File: config.mk
export PLATFORM = sky130hd
export DESIGN_NAME = word_aligner
export DESIGN_NICKNAME = d
export VERILOG_FILES = /design/src/rtl/word_aligner_pkg.sv /design/src/rtl/word_rotl.sv /design/src/rtl/word_aligner.sv
export SDC_FILE = /design/constraint.sdc
export NUM_CORES = 1
export LEC_CHECK = 0
export ABC_AREA = 1
export CORE_ASPECT_RATIO = 0.8
export CORE_MARGIN = 2
export CORE_UTILIZATION = 46
export DETAILED_ROUTE_END_ITERATION = 8
export SLEW_MARGIN = 20
export SYNTH_ARGS = -nofsm -noshare
export SYNTH_HDL_FRONTEND = slang
export SYNTH_HIERARCHICAL = 1
export SYNTH_SLANG_ARGS = --single-unit
File: constraint.sdc
create_clock -name clk -period 3.7 [get_ports clk]
set_input_delay 0.925 -clock clk [delete_from_list [all_inputs] [get_ports clk]]
set_output_delay 0.925 -clock clk [all_outputs]
set_load 0.03 [all_outputs]
File: src/rtl/word_aligner_pkg.sv
// Shared definitions for the word aligner: FSM state encodings and the default sync word.
package word_aligner_pkg;

    localparam logic [1:0] ST_HUNT   = 2'd0;
    localparam logic [1:0] ST_VERIFY = 2'd1;
    localparam logic [1:0] ST_LOCKED = 2'd2;

    localparam logic [7:0] SYNC_DEFAULT = 8'hD3;

endpackage

File: src/rtl/word_rotl.sv
// Combinational 8-bit rotate-left by a 3-bit amount, built as three logarithmic stages.
module word_rotl (
    input  logic [7:0] data,
    input  logic [2:0] amt,
    output logic [7:0] rotated
);

    logic [7:0] stage1;
    logic [7:0] stage2;

    assign stage1  = amt[0] ? {data[6:0],   data[7]}     : data;
    assign stage2  = amt[1] ? {stage1[5:0], stage1[7:6]} : stage1;
    assign rotated = amt[2] ? {stage2[3:0], stage2[7:4]} : stage2;

endmodule

File: src/rtl/word_aligner.sv
// Byte-alignment recovery: hunts the sync word at all 8 rotations, verifies it, then de-rotates.
// Optional ALIGN_STATS_EN adds sync_err_cnt / relock_cnt statistics outputs.
module word_aligner
    import word_aligner_pkg::*;
#(
    parameter logic [7:0] SYNC      = SYNC_DEFAULT,
    parameter int         FRAME_LEN = 16,
    parameter int         LOCK_CNT  = 3,
    parameter int         MISS_CNT  = 4
) (
    input  logic        clk,
    input  logic        reset,
    input  logic        in_valid,
    input  logic [7:0]  in_data,
    output logic        out_valid,
    output logic [7:0]  out_data,
    output logic        out_sof,
    output logic        locked,
    output logic [2:0]  amt
`ifdef ALIGN_STATS_EN
    ,
    output logic [15:0] sync_err_cnt,
    output logic [7:0]  relock_cnt
`endif
);

    localparam int WW = $clog2(FRAME_LEN) + 1;
    localparam int HW = $clog2(LOCK_CNT) + 1;
    localparam int MW = $clog2(MISS_CNT) + 1;

    logic [1:0]    state_reg, state_next;
    logic [WW-1:0] word_cnt_reg, word_cnt_next, word_cnt_inc;
    logic [HW-1:0] hit_cnt_reg, hit_cnt_next, hit_cnt_inc;
    logic [MW-1:0] miss_cnt_reg, miss_cnt_next, miss_cnt_inc;
    logic [2:0]    amt_reg, amt_next, amt_eff;

    logic [7:0]    match;
    logic          hunt_hit;
    logic [2:0]    hunt_k;
    logic [7:0]    rot_out;
    logic          boundary, sync_ok;
    logic          load, sof_next, lock_loss, err_evt;

    // Eight fixed-amount rotators compare the incoming word against SYNC in parallel.
    generate
        for (genvar gi = 0; gi < 8; gi++) begin : g_hunt
            logic [7:0] cand;
            word_rotl u_rotl (
                .data    (in_data),
                .amt     (3'(gi)),
                .rotated (cand)
            );
            assign match[gi] = (cand == SYNC);
        end
    endgenerate

    always_comb begin
        hunt_k = 3'd0;
        for (int i = 7; i >= 0; i--) begin
            if (match[i]) hunt_k = 3'(i);
        end
    end

    assign hunt_hit = |match;

    // In HUNT the freshly found amount is used so a LOCK_CNT==1 lock emits aligned data at once.
    assign amt_eff = (state_reg == ST_HUNT) ? hunt_k : amt_reg;

    word_rotl u_out_rotl (
        .data    (in_data),
        .amt     (amt_eff),
        .rotated (rot_out)
    );

    assign boundary     = (word_cnt_reg == '0);
    assign sync_ok      = (rot_out == SYNC);
    assign word_cnt_inc = (word_cnt_reg == WW'(FRAME_LEN - 1)) ? '0 : word_cnt_reg + 1'b1;
    assign hit_cnt_inc  = hit_cnt_reg + 1'b1;
    assign miss_cnt_inc = miss_cnt_reg + 1'b1;

    always_comb begin
        state_next    = state_reg;
        word_cnt_next = word_cnt_reg;
        hit_cnt_next  = hit_cnt_reg;
        miss_cnt_next = miss_cnt_reg;
        amt_next      = amt_reg;
        load          = 1'b0;
        sof_next      = 1'b0;
        lock_loss     = 1'b0;
        err_evt       = 1'b0;
        if (in_valid) begin
            case (state_reg)
                ST_HUNT: begin
                    if (hunt_hit) begin
                        amt_next      = hunt_k;
                        word_cnt_next = WW'(1);
                        hit_cnt_next  = HW'(1);
                        miss_cnt_next = '0;
                        if (LOCK_CNT == 1) begin
                            state_next = ST_LOCKED;
                            load       = 1'b1;
                            sof_next   = 1'b1;
                        end else begin
                            state_next = ST_VERIFY;
                        end
                    end
                end
                ST_VERIFY: begin
                    word_cnt_next = word_cnt_inc;
                    if (boundary) begin
                        if (sync_ok) begin
                            hit_cnt_next = hit_cnt_inc;
                            if (hit_cnt_inc == HW'(LOCK_CNT)) begin
                                state_next    = ST_LOCKED;
                                miss_cnt_next = '0;
                                load          = 1'b1;
                                sof_next      = 1'b1;
                            end
                        end else if (hunt_hit) begin
                            // The failing word is immediately reconsidered as a new candidate.
                            state_next    = ST_VERIFY;
                            amt_next      = hunt_k;
                            word_cnt_next = WW'(1);
                            hit_cnt_next  = HW'(1);
                        end else begin
                            state_next    = ST_HUNT;
                            word_cnt_next = '0;
                            hit_cnt_next  = '0;
                        end
                    end
                end
                ST_LOCKED: begin
                    load          = 1'b1;
                    word_cnt_next = word_cnt_inc;
                    if (boundary) begin
                        sof_next = 1'b1;
                        if (sync_ok) begin
                            miss_cnt_next = '0;
                        end else begin
                            err_evt = 1'b1;
                            if (miss_cnt_inc == MW'(MISS_CNT)) begin
                                state_next    = ST_HUNT;
                                miss_cnt_next = '0;
                                hit_cnt_next  = '0;
                                word_cnt_next = '0;
                                lock_loss     = 1'b1;
                            end else begin
                                miss_cnt_next = miss_cnt_inc;
                            end
                        end
                    end
                end
                default: begin
                    state_next    = ST_HUNT;
                    word_cnt_next = '0;
                    hit_cnt_next  = '0;
                    miss_cnt_next = '0;
                end
            endcase
        end
    end

    always_ff @(posedge clk) begin
        if (reset) begin
            state_reg    <= ST_HUNT;
            word_cnt_reg <= '0;
            hit_cnt_reg  <= '0;
            miss_cnt_reg <= '0;
            amt_reg      <= '0;
            locked       <= 1'b0;
            out_valid    <= 1'b0;
            out_data     <= '0;
            out_sof      <= 1'b0;
        end else begin
            state_reg    <= state_next;
            word_cnt_reg <= word_cnt_next;
            hit_cnt_reg  <= hit_cnt_next;
            miss_cnt_reg <= miss_cnt_next;
            amt_reg      <= amt_next;
            locked       <= (state_next == ST_LOCKED);
            out_valid    <= load;
            out_sof      <= load & sof_next;
            if (load) out_data <= rot_out;
        end
    end

    assign amt = amt_reg;

`ifdef ALIGN_STATS_EN
    always_ff @(posedge clk) begin
        if (reset) begin
            sync_err_cnt <= '0;
            relock_cnt   <= '0;
        end else begin
            if (err_evt && (sync_err_cnt != 16'hFFFF)) sync_err_cnt <= sync_err_cnt + 16'd1;
            if (lock_loss && (relock_cnt != 8'hFF)) relock_cnt <= relock_cnt + 8'd1;
        end
    end
`else
    logic unused_stats;
    assign unused_stats = err_evt ^ lock_loss;
`endif

endmodule
# Yosys cells after proc, flatten, opt, wreduce, memory -nomap -nowiden
# Index checks and enable logic that the tools add are counted.
# totals
reg_bits,27
romBits,0
wordCells,103
input_bits,11
ramBits,0
latch_bits,0
out_inout_bits,14
n_memories,0
# classes
div,0
n_addsub,3
n_mul,0
n_eq_ne,23
bitwise_logic,1
order_cmp,0
mux,59
n_reduce_logical,8
shifts,0
# op_table
op,n
$mux W3,25
$eq A8 B8 Y1 const B,9
$mux W5,7
$mux W8,3
$pmux W3 S3,2
$mux W2,8
$ne A2 B2 Y1 const B,8
$pmux W5 S3,1
$reduce_and A6 Y1,2
$mux W1,9
$reduce_or A8 Y1,1
$add A3 B1 Y3 const B,2
$pmux W2 S3,1
$pmux W3 S2,1
$add A5 B1 Y5 const B,1
$eq A5 B4 Y1 const B,1
$logic_not A5 Y1,1
$eq A2 B2 Y1 const B,2
$pmux W1 S2,2
$reduce_and A4 Y1,1
$eq A3 B2 Y1 const B,1
$eq A3 B3 Y1 const B,1
$eq A2 B1 Y1 const B,1
$logic_not A2 Y1,1
other kinds (3),3

# Logic depth before layout (Yosys ltp)
# Gate-level depths: netlist (run 1).
# logic_depth
ltp_word,19
depth_mapped,36
mapped_depth_nobuf,34

# Modules after synthesis
# The synthesis (run 1) kept the hierarchy.
# modules_own_cells
mod,seq_area_each_um2,area_each_um2,instances,cells_each
word_rotl,0.0,336.6,9,62
word_aligner,540.5,2013.2,1,321

# Least setup slack after synthesis (run 1)
# Ideal clock, no wire load.
# synth_timing
path_kind,input to register
from,input port in_data[3]
to,register out_data[0]
stages,29
setup_ns,0.116
t_required_ns,3.584
arrival_ns,3.282
slack_ns,0.302
n_path_buf,1
path_cell_list,nand2_1 nand3_1 nand3_1 nand2_1 inv_1 nand2_1 nor2_1 nand3_1 nand2_1 nand2_1 nand2_1 nand2_1 nand2_1 nand2_1 o21ai_0 buf_6 inv_8 nand2_2 nand3_1 nand3_1 nand2_1 nor2_1 nand3_1 nor2_4 nand3_2 nand2_2 nand3_4 o21ai_0 nor2_1
# synth_via
elab_chain_len,18
word_cells_on_any_way,25
cone_classes,eq/ne: 9; mux: 16
# synth_lines
item,line,source
from (decl),word_aligner.sv:14,"input logic [7:0] in_data,"
$eq A8 B8 Y1,word_aligner.sv:53,assign match[gi] = (cand == SYNC);
$mux W3 (7 in series),word_aligner.sv:60,if (match[i]) hunt_k = 3'(i);
$mux W3 (*),word_aligner.sv:60,
$mux W3 (*),word_aligner.sv:67,assign amt_eff = (state_reg == ST_HUNT) ? hunt_k : amt_reg;
named net amt_eff[0],word_aligner.sv:35,"logic [2:0] amt_reg, amt_next, amt_eff;"
$mux W8 (*),word_rotl.sv:11,"assign stage1 = amt[0] ? {data[6:0], data[7]} : data;"
$mux W8 (*),word_rotl.sv:12,"assign stage2 = amt[1] ? {stage1[5:0], stage1[7:6]} : stage1;"
$mux W8 (*),word_rotl.sv:13,"assign rotated = amt[2] ? {stage2[3:0], stage2[7:4]} : stage2;"
named net rot_out[2],word_aligner.sv:40,logic [7:0] rot_out;
$eq A8 B8 Y1 (*),word_aligner.sv:76,assign sync_ok = (rot_out == SYNC);
$mux W1 (*),word_aligner.sv:111,if (sync_ok) begin
$mux W1 (*),word_aligner.sv:110,if (boundary) begin
$pmux W1 S2 (*),word_aligner.sv:92,case (state_reg)
$mux W1 (*),word_aligner.sv:91,if (in_valid) begin
to (signal assigned),word_aligner.sv:183,if (load) out_data <= rot_out;
to (decl),word_aligner.sv:16,"output logic [7:0] out_data,"
# Mark *: on every way through the listed nets, which the timed path passes. The rest lies on a longest branch.
# A chain may end at the register's enable or synchronous reset.

# Worst setup path in the final report (run 1)
# layout_timing
from,input port in_data[5]
to,register out_data[3]
# layout_via
word_cells_on_any_way,25
cone_classes,eq/ne: 9; mux: 16
# layout_rtl
item,line
$eq A8 B8 Y1,word_aligner.sv:53
$mux W3 (7 in series),word_aligner.sv:60
$mux W3 (*),word_aligner.sv:60
$mux W3 (*),word_aligner.sv:67
named net amt_eff[2],word_aligner.sv:35
$mux W8 (*),word_rotl.sv:13
named net rot_out[2],word_aligner.sv:40
$eq A8 B8 Y1 (*),word_aligner.sv:76
$mux W1 (*),word_aligner.sv:111
$mux W1 (*),word_aligner.sv:110
$pmux W1 S2 (*),word_aligner.sv:92
$mux W1 (*),word_aligner.sv:91
# Marks and branches as above.

==> impl_results.md, run 1 <==
- Starting utilization of the core area: 46.8%
- Critical path arrival: 4.18 ns
- Main flop type after synthesis: dfxtp_1
- Count of antenna diodes in the layout: 0
- Die Footprint: between 10,000 and 15,000 sq um
- Cell taking the most area after synthesis: nand3_1
- Total leakage power: 3.62 nW
- Run status: finished, violations left
- RSZ-0062 raised after global routing: true
- Synth Area per Inst: between 5 and 6 sq um
- Number of placement rows: 34
- Reported max-cap violation count: 0
- Hold path depth: 2
- Number of global-route vias before repair: roughly 6,100
- Violated checks: setup timing
- Highest cell delay on the worst timing path: approximately 0.24 ns
- Source of the worst register-to-register timing path: state_reg[0]$_SDFF_PP0_
- Portion of total power attributed to combinational logic: approximately 58%
- Post-synthesis instance area: 5040 sq um
- Post-DP HPWL: between 10,000 and 15,000 um
- Worst slew pin tran: roughly 0.67 ns
- Worst R2R End: out_data[3]$_SDFFE_PP0P_
- Top cell type's share of synthesized area: a little over a quarter
- Maximum vdd ir drop: between 0.1 and 0.15 mV
- Critical Path End Type: flop
- Net switching component of the power: approximately 0.00058 W
- Clock slew at the register clock pins of the worst setup and hold paths: ~0.07 ns
- Number of standard cells in the final layout excluding fillers: between 1,000 and 1,500
- Post-detailed-route wirelength per cell: 16.0 um
- H-tree levels: 1
- Remaining design rule violation count: 0
- Setup skew after layout: 0.00633 ns
- Final total negative setup slack: -5.65 ns
- Net count reported at finish: between 1,000 and 1,500
- Worst setup margin: -0.319 ns
- Most common cell type on the critical path: nand2_2
- Total track usage: between 20 and 30%
- Most instantiated library cell after synthesis: nand3_1
- Initial antenna violation count: 0
- Synth warnings: 6
- Cell Pwr Density: around 180 nW/um^2
- Global-route wire length before repair: a little under 30,000 um
- Slowest CP cell: clkinvlp_4
- Maximum number of pins on one net before global-route repair: 20
- Total congestion overflow: 0
- #FFs+latches synth: 27
- Crit Path Class: input port to flop
- Deepest clock path buffer count: 2
- Width of the die: about 120 um
- Startpoint of the lowest-slack hold path: word_cnt_reg[4]$_SDFFE_PP0P_
- Proportion of synthesized flip-flops having asynchronous set or reset: 0%
- Min-Delay Path Class: flop to flop
- CTS Root Buffer Type: clkbuf_16
- TritonCTS clock tree: built
- Netlist cell types: 37
- Worst reg2reg path depth: 19
- Worst-case hold path end point: word_cnt_reg[4]$_SDFFE_PP0P_
- Switching part of the total power: a little over two fifths
- Source-to-sink clock delay at the later pin of the worst-skew pair: 0.28 ns
- Hold-fix buffers, CTS: 0
- Synth cell count leaders: 266 x nand3_1, 233 x nand2_1, 79 x nand2_2
- Clock group share of total power: between 10% and 20%
- Endpoints failing setup: 26
- Setup WS pre-CTS: -0.817 ns
- Number of primary I/O pins: 25
- Final min period: 4.02 ns
- Layout overhead on the synthesized area: 48.8%
- Remaining max-slew budget at the tightest pin: a little under three fifths
- Count of placed standard cells including taps: between 1,000 and 1,500
- Cell internal pwr: 0.000752 W
- Die height: ~98 um
- Port Buffer Count: 24
- Maximum fanout along the worst path: 8
- Kind of cell adding the most delay to the critical path: simple AND/OR/NAND/NOR gates
- Element type at the critical path start: input port
- Final WL: approximately 19,000 um
- Worst path required time: between 3 and 4 ns
- Sequential element share of the synthesized area: roughly 11%
- Final clock period utilization by the worst path: 109%
- Number of flip-flops under the largest register name: 8
- Sequential group share of total power: around 22%
- Final weighted congestion of routability-driven global placement: 0.927
- CTS buffer count: 3
- Number of iterations in the first detailed-routing pass: 5
- Ratio of cells with drive above 1 in the final layout: approximately 42%
- Post-DRT Antenna Nets: 0
- Core outline area: around 11,000 sq um
- Via density per instance: 5.72
- Slew Viols, Final: 0
- Total power: 0.00133 W
- Highest attainable clock frequency: roughly 0.25 GHz
- Total via count after detailed routing: roughly 6,700
- Final hold viol count: 0
- Setup slack of the worst register-to-register path: between 0.3 and 0.4 ns
- Count of mapped cells out of synthesis: 879
- Leading post-synthesis cells by cell area: nand3_1 26%, nand2_1 17%, dfxtp_1 11%
- Number of enable-type register cells in the synthesized netlist: 0
- Iteration-0 DRC count of the detailed router: 764
- Buffering stage count on the worst path with inverters included: 6
- Total number of clock tree sinks: 27
==> worst register-to-register path: cells and delay by family, from the launching register on <==
family / cells / cell delay, ns
AO/OA/AOI/OAI: 2 / 0.29
adder cells (fa/ha/maj): 1 / 0.34
buffers and inverters: 4 / 0.66
flip-flops: 1 / 0.46
AND/OR/NAND/NOR: 12 / 1.47
==> worst max path at each step <==
stage	from	to	slack, ns	depth (start not counted)
floorplan	in_data[3]	out_data[0]$_SDFFE_PP0P_	0.30	29
global placement	in_data[2]	state_reg[0]$_SDFF_PP0_	-0.78	31
detailed placement	in_data[0]	out_data[3]$_SDFFE_PP0P_	-0.82	29
CTS	in_data[7]	out_data[4]$_SDFFE_PP0P_	-0.08	30
global route	in_data[7]	out_data[3]$_SDFFE_PP0P_	-0.46	30
finish	in_data[5]	out_data[3]$_SDFFE_PP0P_	-0.32	27
==> power by group through the flow <==
stage | sequential, W | clock [W] | combinational (W)
after detailed placement | 0.000305 | 0 | 0.000537
final | 0.000298 | 0.000262 | 0.000770
after floorplan | 0.000305 | 0 | 0.000401
after global placement | 0.000305 | 0 | 0.000531
after CTS | 0.000298 | 0.000266 | 0.000629
after global routing | 0.000299 | 0.000277 | 0.000828
==> metal layers <==
metal	global-route usage [%]	vias up	wire, um
met4	6.53	0	520
met3	4.58	68	1200
met1	40.0	3131	8170
li1	-	3240	-
met2	48.4	305	8920
met5	0	-	0
==> per-stage QoR <==
stage	area, sq um	utilization, %	hold WS, ns
after CTS	6890	64.0	0.473
after detailed placement	5940	55.2	0.463
final	7500	69.7	0.471
after global routing	7500	69.7	0.512
after floorplan	5120	-	0.446
after global placement	5940	55.2	0.465
==> layout by cell type (no fill, tap or decap), types with 12 or more instances in the layout <==
cell type	n
inv_1	48
nand2_2	97
conb_1	24
nand2_1	189
buf_6	15
nand3_4	25
nor2_2	13
buf_4	111
nor2_1	43
nand3_1	200
nand2_4	23
inv_2	12
clkdlybuf4s50_1	16
dfxtp_1	27
nand3_2	84
==> cells by family after synthesis <==
kind of cell / synth area share, %
other cells: 0.149
flops: 10.7
buf+inv: 12.3
xor+xnor: 0.347
simple gates: 69.6
compound gates: 4.47
fa+ha+maj: 2.48
==> layout make-up <==
type | instances | area [sq um]
multi-input combinational | 770 | 4840
inverter | 74 | 377
timing repair inverter | 1 | 5.00
fill | 897 | 3260
timing repair buffer | 159 | 1480
tap | 144 | 180
clock inverter | 1 | 5.00
clock buffer | 3 | 75.1
sequential | 27 | 541
==> timing repair <==
| item | in CTS | in global routing |
|---|---|---|
| setup endpoints to repair | 26 | 26 |
| gates resized for setup | 164 | 117 |
| cloned | 6 | 0 |
| hold endpoints to repair | 0 | 0 |
| buffers inserted | 32 | 24 |
| pin swaps | 59 | 41 |
Note: power is estimated with default switching activity, not from simulation.
==> inputs of run 2 (changes only) <==
PLACE_DENSITY = 0.68   (was not set)
SYNTH_HIERARCHICAL = not set   (was 1)
==> impl_results.md, run 2 <==
- Run status: finished clean (was finished, violations left)
- Final clock period utilization by the worst path: 93.4% (was 109%)
- Starting utilization of the core area: 47.2% (was 46.8%)
- Critical path arrival: 3.66 ns (was 4.18 ns)
- Top cell type's share of synthesized area: 25.4% (was 26.4%)
- Clock group share of total power: 28.6% (was 19.7%)
- Maximum fanout along the worst path: 5 (was 8)
- Total leakage power: 1.32 nW (was 3.62 nW)
- Worst reg2reg path depth: 18 (was 19)
- Crit Path Class: input port to flop (unchanged)
- Worst slew pin tran: 0.619 ns (was 0.666 ns)
- Synth Area per Inst: 6.18 sq um (was 5.74 sq um)
- Sequential element share of the synthesized area: 25.4% (was 10.7%)
- Startpoint of the lowest-slack hold path: out_data[4]$_SDFFE_PP0P_ (was word_cnt_reg[4]$_SDFFE_PP0P_)
- Cell Pwr Density: 211 nW/um^2 (was 177 nW/um^2)
- Maximum vdd ir drop: 0.136 mV (was 0.144 mV)
- TritonCTS clock tree: built (unchanged)
- Setup slack of the worst register-to-register path: 0.56 ns (was 0.38 ns)
- Number of flip-flops under the largest register name: 8 (unchanged)
- Commonest cells after routing, fill and taps aside: 95 x nand2_1, 64 x nand3_1, 33 x buf_4 (was 200 x nand3_1, 189 x nand2_1, 111 x buf_4)
- Synth cell count leaders: 94 x nand2_1, 64 x nand3_1, 32 x inv_1 (was 266 x nand3_1, 233 x nand2_1, 79 x nand2_2)
- Number of enable-type register cells in the synthesized netlist: 0 (unchanged)
- CTS buffer count: 3 (unchanged)
- Switching part of the total power: 28.1% (was 43.4%)
- Post-route design area: 2780 sq um (was 7500 sq um)
- H-tree levels: 1 (unchanged)
- Final min period: 3.45 ns (was 4.02 ns)
- Portion of total power attributed to combinational logic: 21.2% (was 57.9%)
- Source of the worst register-to-register timing path: state_reg[0]$_SDFF_PP0_ (unchanged)
- Final total negative setup slack: 0 ns (was -5.65 ns)
- Maximum number of pins on one net before global-route repair: 21 (was 20)
- Count of antenna diodes in the layout: 0 (unchanged)
- Sequential group share of total power: 50.3% (was 22.4%)
- Number of iterations in the first detailed-routing pass: 5 (unchanged)
- Width of the die: 80.1 um (was 121 um)
- Deepest clock path buffer count: 2 (unchanged)
- Leading post-synthesis cells by cell area: dfxtp_1 25%, nand2_1 17%, nand3_1 15% (was nand3_1 26%, nand2_1 17%, dfxtp_1 11%)
- Synth warnings: 0 (was 6)
- Clock slew at the register clock pins of the worst setup and hold paths: 0.09 ns (was 0.07 ns)
- Number of global-route vias before repair: 2,152 (was 6,111)
- Worst-case hold path end point: out_data[4]$_SDFFE_PP0P_ (was word_cnt_reg[4]$_SDFFE_PP0P_)
- Reported max-cap violation count: 0 (unchanged)
- Count of mapped cells out of synthesis: 345 (was 879)
- Main flop type after synthesis: dfxtp_1 (unchanged)
- Cell internal pwr: 0.000421 W (was 0.000752 W)
- Source-to-sink clock delay at the later pin of the worst-skew pair: 0.27 ns (was 0.28 ns)
- Final WL: 6000 um (was 18,800 um)
- Most instantiated library cell after synthesis: nand2_1 (was nand3_1)
- Worst path required time: 3.91 ns (was 3.87 ns)
- Element type at the critical path start: input port (unchanged)
- Count of placed standard cells including taps: 457 (was 1,115)
- Hold path depth: 2 (unchanged)
- Total track usage: 23.7% (was 29.3%)
- Remaining max-slew budget at the tightest pin: 58.4% (was 55.3%)
- Ratio of cells with drive above 1 in the final layout: 15.8% (was 42.4%)
- Number of standard cells in the final layout excluding fillers: 464 (was 1,179)
- Remaining design rule violation count: 0 (unchanged)
- Cell taking the most area after synthesis: dfxtp_1 (was nand3_1)
- Total via count after detailed routing: 2,530 (was 6,744)
- Slew Viols, Final: 0 (unchanged)
- Die height: 64.9 um (was 97.6 um)
- Setup skew after layout: 0.00480 ns (was 0.00633 ns)
- Critical Path End Type: flop (unchanged)
- Post-place instance area: 2670 sq um (was 5940 sq um)
- Worst setup path start: in_data[2] (was in_data[5])
- Worst R2R End: word_cnt_reg[3]$_SDFFE_PP0P_ (was out_data[3]$_SDFFE_PP0P_)
- End-of-flow core utilization: 61.5% (was 69.7%)
- Post-DP HPWL: 4620 um (was 11,400 um)
- Port Buffer Count: 24 (unchanged)
- Endpoints failing setup: 0 (was 26)
- Global-route wire length before repair: 10,000 um (was 28,800 um)
- #FFs+latches synth: 27 (unchanged)
- Die Footprint: 5200 sq um (was 11,800 sq um)
- Post-DRT Antenna Nets: 0 (unchanged)
- Via density per instance: 5.45 (was 5.72)
- Final hold viol count: 0 (unchanged)
- Post-detailed-route wirelength per cell: 12.9 um (was 16.0 um)
- Highest attainable clock frequency: 0.290 GHz (was 0.249 GHz)
- Hold Worst Slack: 0.470 ns (was 0.471 ns)
- Iteration-0 DRC count of the detailed router: 304 (was 764)
- Synthesized Nets: between 300 and 400
- Most common cell after layout, fill and taps aside: nand2_1 (was nand3_1)
- Total congestion overflow: 0 (unchanged)
- Min-Delay Path Class: flop to flop (unchanged)
- Netlist cell types: 31 (was 37)
- Layout overhead on the synthesized area: 30.4% (was 48.8%)
- Number of primary I/O pins: 25 (unchanged)
- Total number of clock tree sinks: 27 (unchanged)
- Net count reported at finish: 426 (was 1,057)
- Initial antenna violation count: 0 (unchanged)
- Proportion of synthesized flip-flops having asynchronous set or reset: 0% (unchanged)
- Final weighted congestion of routability-driven global placement: 0.973 (was 0.927)
- Net switching component of the power: 0.000164 W (was 0.000578 W)
- Post-synthesis instance area: 2130 sq um (was 5040 sq um)
- Core outline area: 4510 sq um (was 10,800 sq um)
- Number of placement rows: 22 (was 34)
- CTS Root Buffer Type: clkbuf_8 (was clkbuf_16)
## run 2: changes by cell type in the layout (fill, tap and decap cells not counted), sizes merged, moves of 4 or more
cell          previous run  this run
nand3                  309        66
nand2                  313       101
buf                    141        33
inv                     69        37
nor2                    60        31
conb                    24         0
a21oi                   17        25
dlymetal6s2s             0         5
nand4                    2         7
clkinv                   6         2
o21ai                   19        15
## run 2: through the flow
step	worst slack, ns	total power [W]
3_3_place_gp	-0.0599	0.000421
5_1_grt	-0.00574	0.000616
4_1_cts	0.243	0.000587
2_1_floorplan	0.817	0.000363
6_report	0.246	0.000585
3_5_place_dp	-0.0422	0.000419
## run 2: kinds of logic after synthesis
group	share of synthesized area, %
compound gates	14.4
xor+xnor	1.23
fa+ha+maj	5.87
flops	25.4
buf+inv	7.63
simple gates	45.5
## run 2: final cells by class
type | count | area, sq um
well taps | 60 | 75.1
clock buffers | 4 | 45.0
fillers | 438 | 1740
repair buffers | 57 | 500
multi-input cells | 277 | 1470
flip-flops and latches | 27 | 541
inverters | 39 | 146
## run 2: power by group through the flow
| stage | Combinational [W] | Clock [W] | Sequential (W) |
|---|---|---|---|
| 2_1_floorplan | 0.0000616 | 0 | 0.000301 |
| 3_3_place_gp | 0.000120 | 0 | 0.000301 |
| 3_5_place_dp | 0.000118 | 0 | 0.000301 |
| 4_1_cts | 0.000118 | 0.000174 | 0.000294 |
| 5_1_grt | 0.000137 | 0.000185 | 0.000295 |
| 6_report | 0.000124 | 0.000167 | 0.000294 |
## run 2: worst max-delay path, stage by stage
cell and delay [ns]:
clkdlybuf4s50_1 0.58, buf_4 0.16, nand4_1 0.12, o21ai_2 0.22
nor2_4 0.08, a21boi_2 0.28, buf_4 0.17, nand2_1 0.05
nand3_1 0.07, nand2_1 0.07, nand2_1 0.10, nor2_4 0.06
nand2_2 0.11, nor2_2 0.06, nor2_2 0.13, nand2_1 0.12
or2_1 0.22, a21oi_1 0.12
## run 2: how the worst max path moves through the flow
| stage | endpoint | slack, ns | cells past startpoint |
|---|---|---|---|
| global route | word_cnt_reg[2]$_SDFFE_PP0P_ | -0.006 | 18 |
| global placement | word_cnt_reg[0]$_SDFFE_PP0P_ | -0.06 | 21 |
| finish | amt[2]$_SDFFE_PP0P_ | 0.25 | 18 |
| CTS | word_cnt_reg[0]$_SDFFE_PP0P_ | 0.24 | 21 |
| floorplan | out_data[2]$_SDFFE_PP0P_ | 0.82 | 18 |
| detailed placement | miss_cnt_reg[1]$_SDFFE_PP0P_ | -0.04 | 20 |
## run 2: timing repair
action	4_1_cts	5_1_grt
resized for setup	0	11
endpoints found under the setup margin	0	22
hold buffers	0	0
buffers inserted	0	1
## run 2: routing by layer
metal,global-route usage [%],part of all wire [%],vias to the layer above
li1,-,-,1280
met1,38.0,53,1137
met2,32.8,39,103
met3,3.48,6.8,10
met4,4.87,1.2,0
met5,0,0,-
==> RTL edit, RTL diff (config.mk and constraints of run 1) <==
The option `ALIGN_STATS_EN` is turned on by a define.
--- a/src/rtl/word_aligner.sv
+++ b/src/rtl/word_aligner.sv
@@ -1,5 +1,7 @@
 // Byte-alignment recovery: hunts the sync word at all 8 rotations, verifies it, then de-rotates.
 // Optional ALIGN_STATS_EN adds sync_err_cnt / relock_cnt statistics outputs.
+`define ALIGN_STATS_EN
+
 module word_aligner
     import word_aligner_pkg::*;
 #(
Behaviour (old outputs only; new: relock_cnt and sync_err_cnt): unchanged (equiv_simple and equiv_induct, registers matched by name and starting in step).
==> RTL edit against run 1 <==
- the flow still finishes with violations (setup timing)
- design area increased by 22%
- utilization decreased by 1.7 points
- area after synthesis increased by 24%
- combinational power decreased by 4.8%
- clock skew decreased by 0.0028 ns
- total power increased by 36%
- setup slack improved by 0.035 ns
- sequential cell count increased by 24
- synthesized cell count increased by 20%
- wire length increased by 8.1%
- sequential share of layout area increased by 4.0 points
- largest cell class unchanged
- highest routed layer unchanged
==> RTL edit: results <==
[routing]
drtIter0Drc = 609

[placed_design]
placed_area_sq_um = 7421
routabilityCongestion = 0.9533
port_buffers = 48
post-dp-hpwl_mm = 13.71

[worst_hold_path]
hold-path-endpoint = sync_err_cnt[13]
worstHoldStart = sync_err_cnt[13]

[synthesis]
synth_compound_area_frac = 0.06761
ys_top_cells_by_area = nand3_1 (22%), dfxtp_1 (16%), nand2_1 (16%)
ys_types = 41
yosysSeqAreaShare = 0.1632
synthCells = 1054
synth-adder-area-share = 0.02400

[cts]
htreeDepth = 2
cts_inserted_buffers = 5

[final_layout]
layoutNonFillerInstCount = 1404

[global_route]
grt_max_degree = 31
grt_pass1_wl_mm = 31.31

[power_and_ir_drop]
sequentialPower_w = 0.000557

[status]
status = finished, violations left
violations = setup timing

[critical_path]
crit_arrival_ns = 4.20
cpMaxStageDelayCell = nor3_4
reg2reg_slack_ns = 0.34

[timing]
setup_violations = 50
slew_headroom = 0.3343
fin_ws_ns = -0.2839
RTL edit: cell count changes after synthesis, moves of 6 or more:
cell,run 1,this run
nand2_1,233,268
inv_1,50,79
dfxtp_1,27,51
a21oi_1,12,30
o21ai_0,13,22
nand3_1,266,274
nor2_1,54,62
xor2_1,1,9
inv_2,12,19
o21ai_1,5,11
RTL edit: layer usage:
metal | part of all wire | vias to the layer above
met5 | 0 | -
met2 | 0.45 | 239
met3 | 0.049 | 32
met4 | 0.013 | 0
met1 | 0.49 | 3474
li1 | - | 3827
RTL edit: area by class of cell:
type | count | area (sq um)
tap | 180 | 225.2
clock inverter | 2 | 37.54
fill | 1216 | 4287
inverter | 107 | 508.0
multi-input combinational | 884 | 5587
clock buffer | 5 | 125.1
timing repair buffer | 175 | 1618
sequential | 51 | 1021
RTL edit: repair_timing:
action                     in CTS  in global routing
hold endpoints to repair        0                  0
gates cloned                    1                  0
setup buffers                  12                 27
setup endpoints to repair      50                 50
pin swaps                      12                 89
resized for setup              82                268
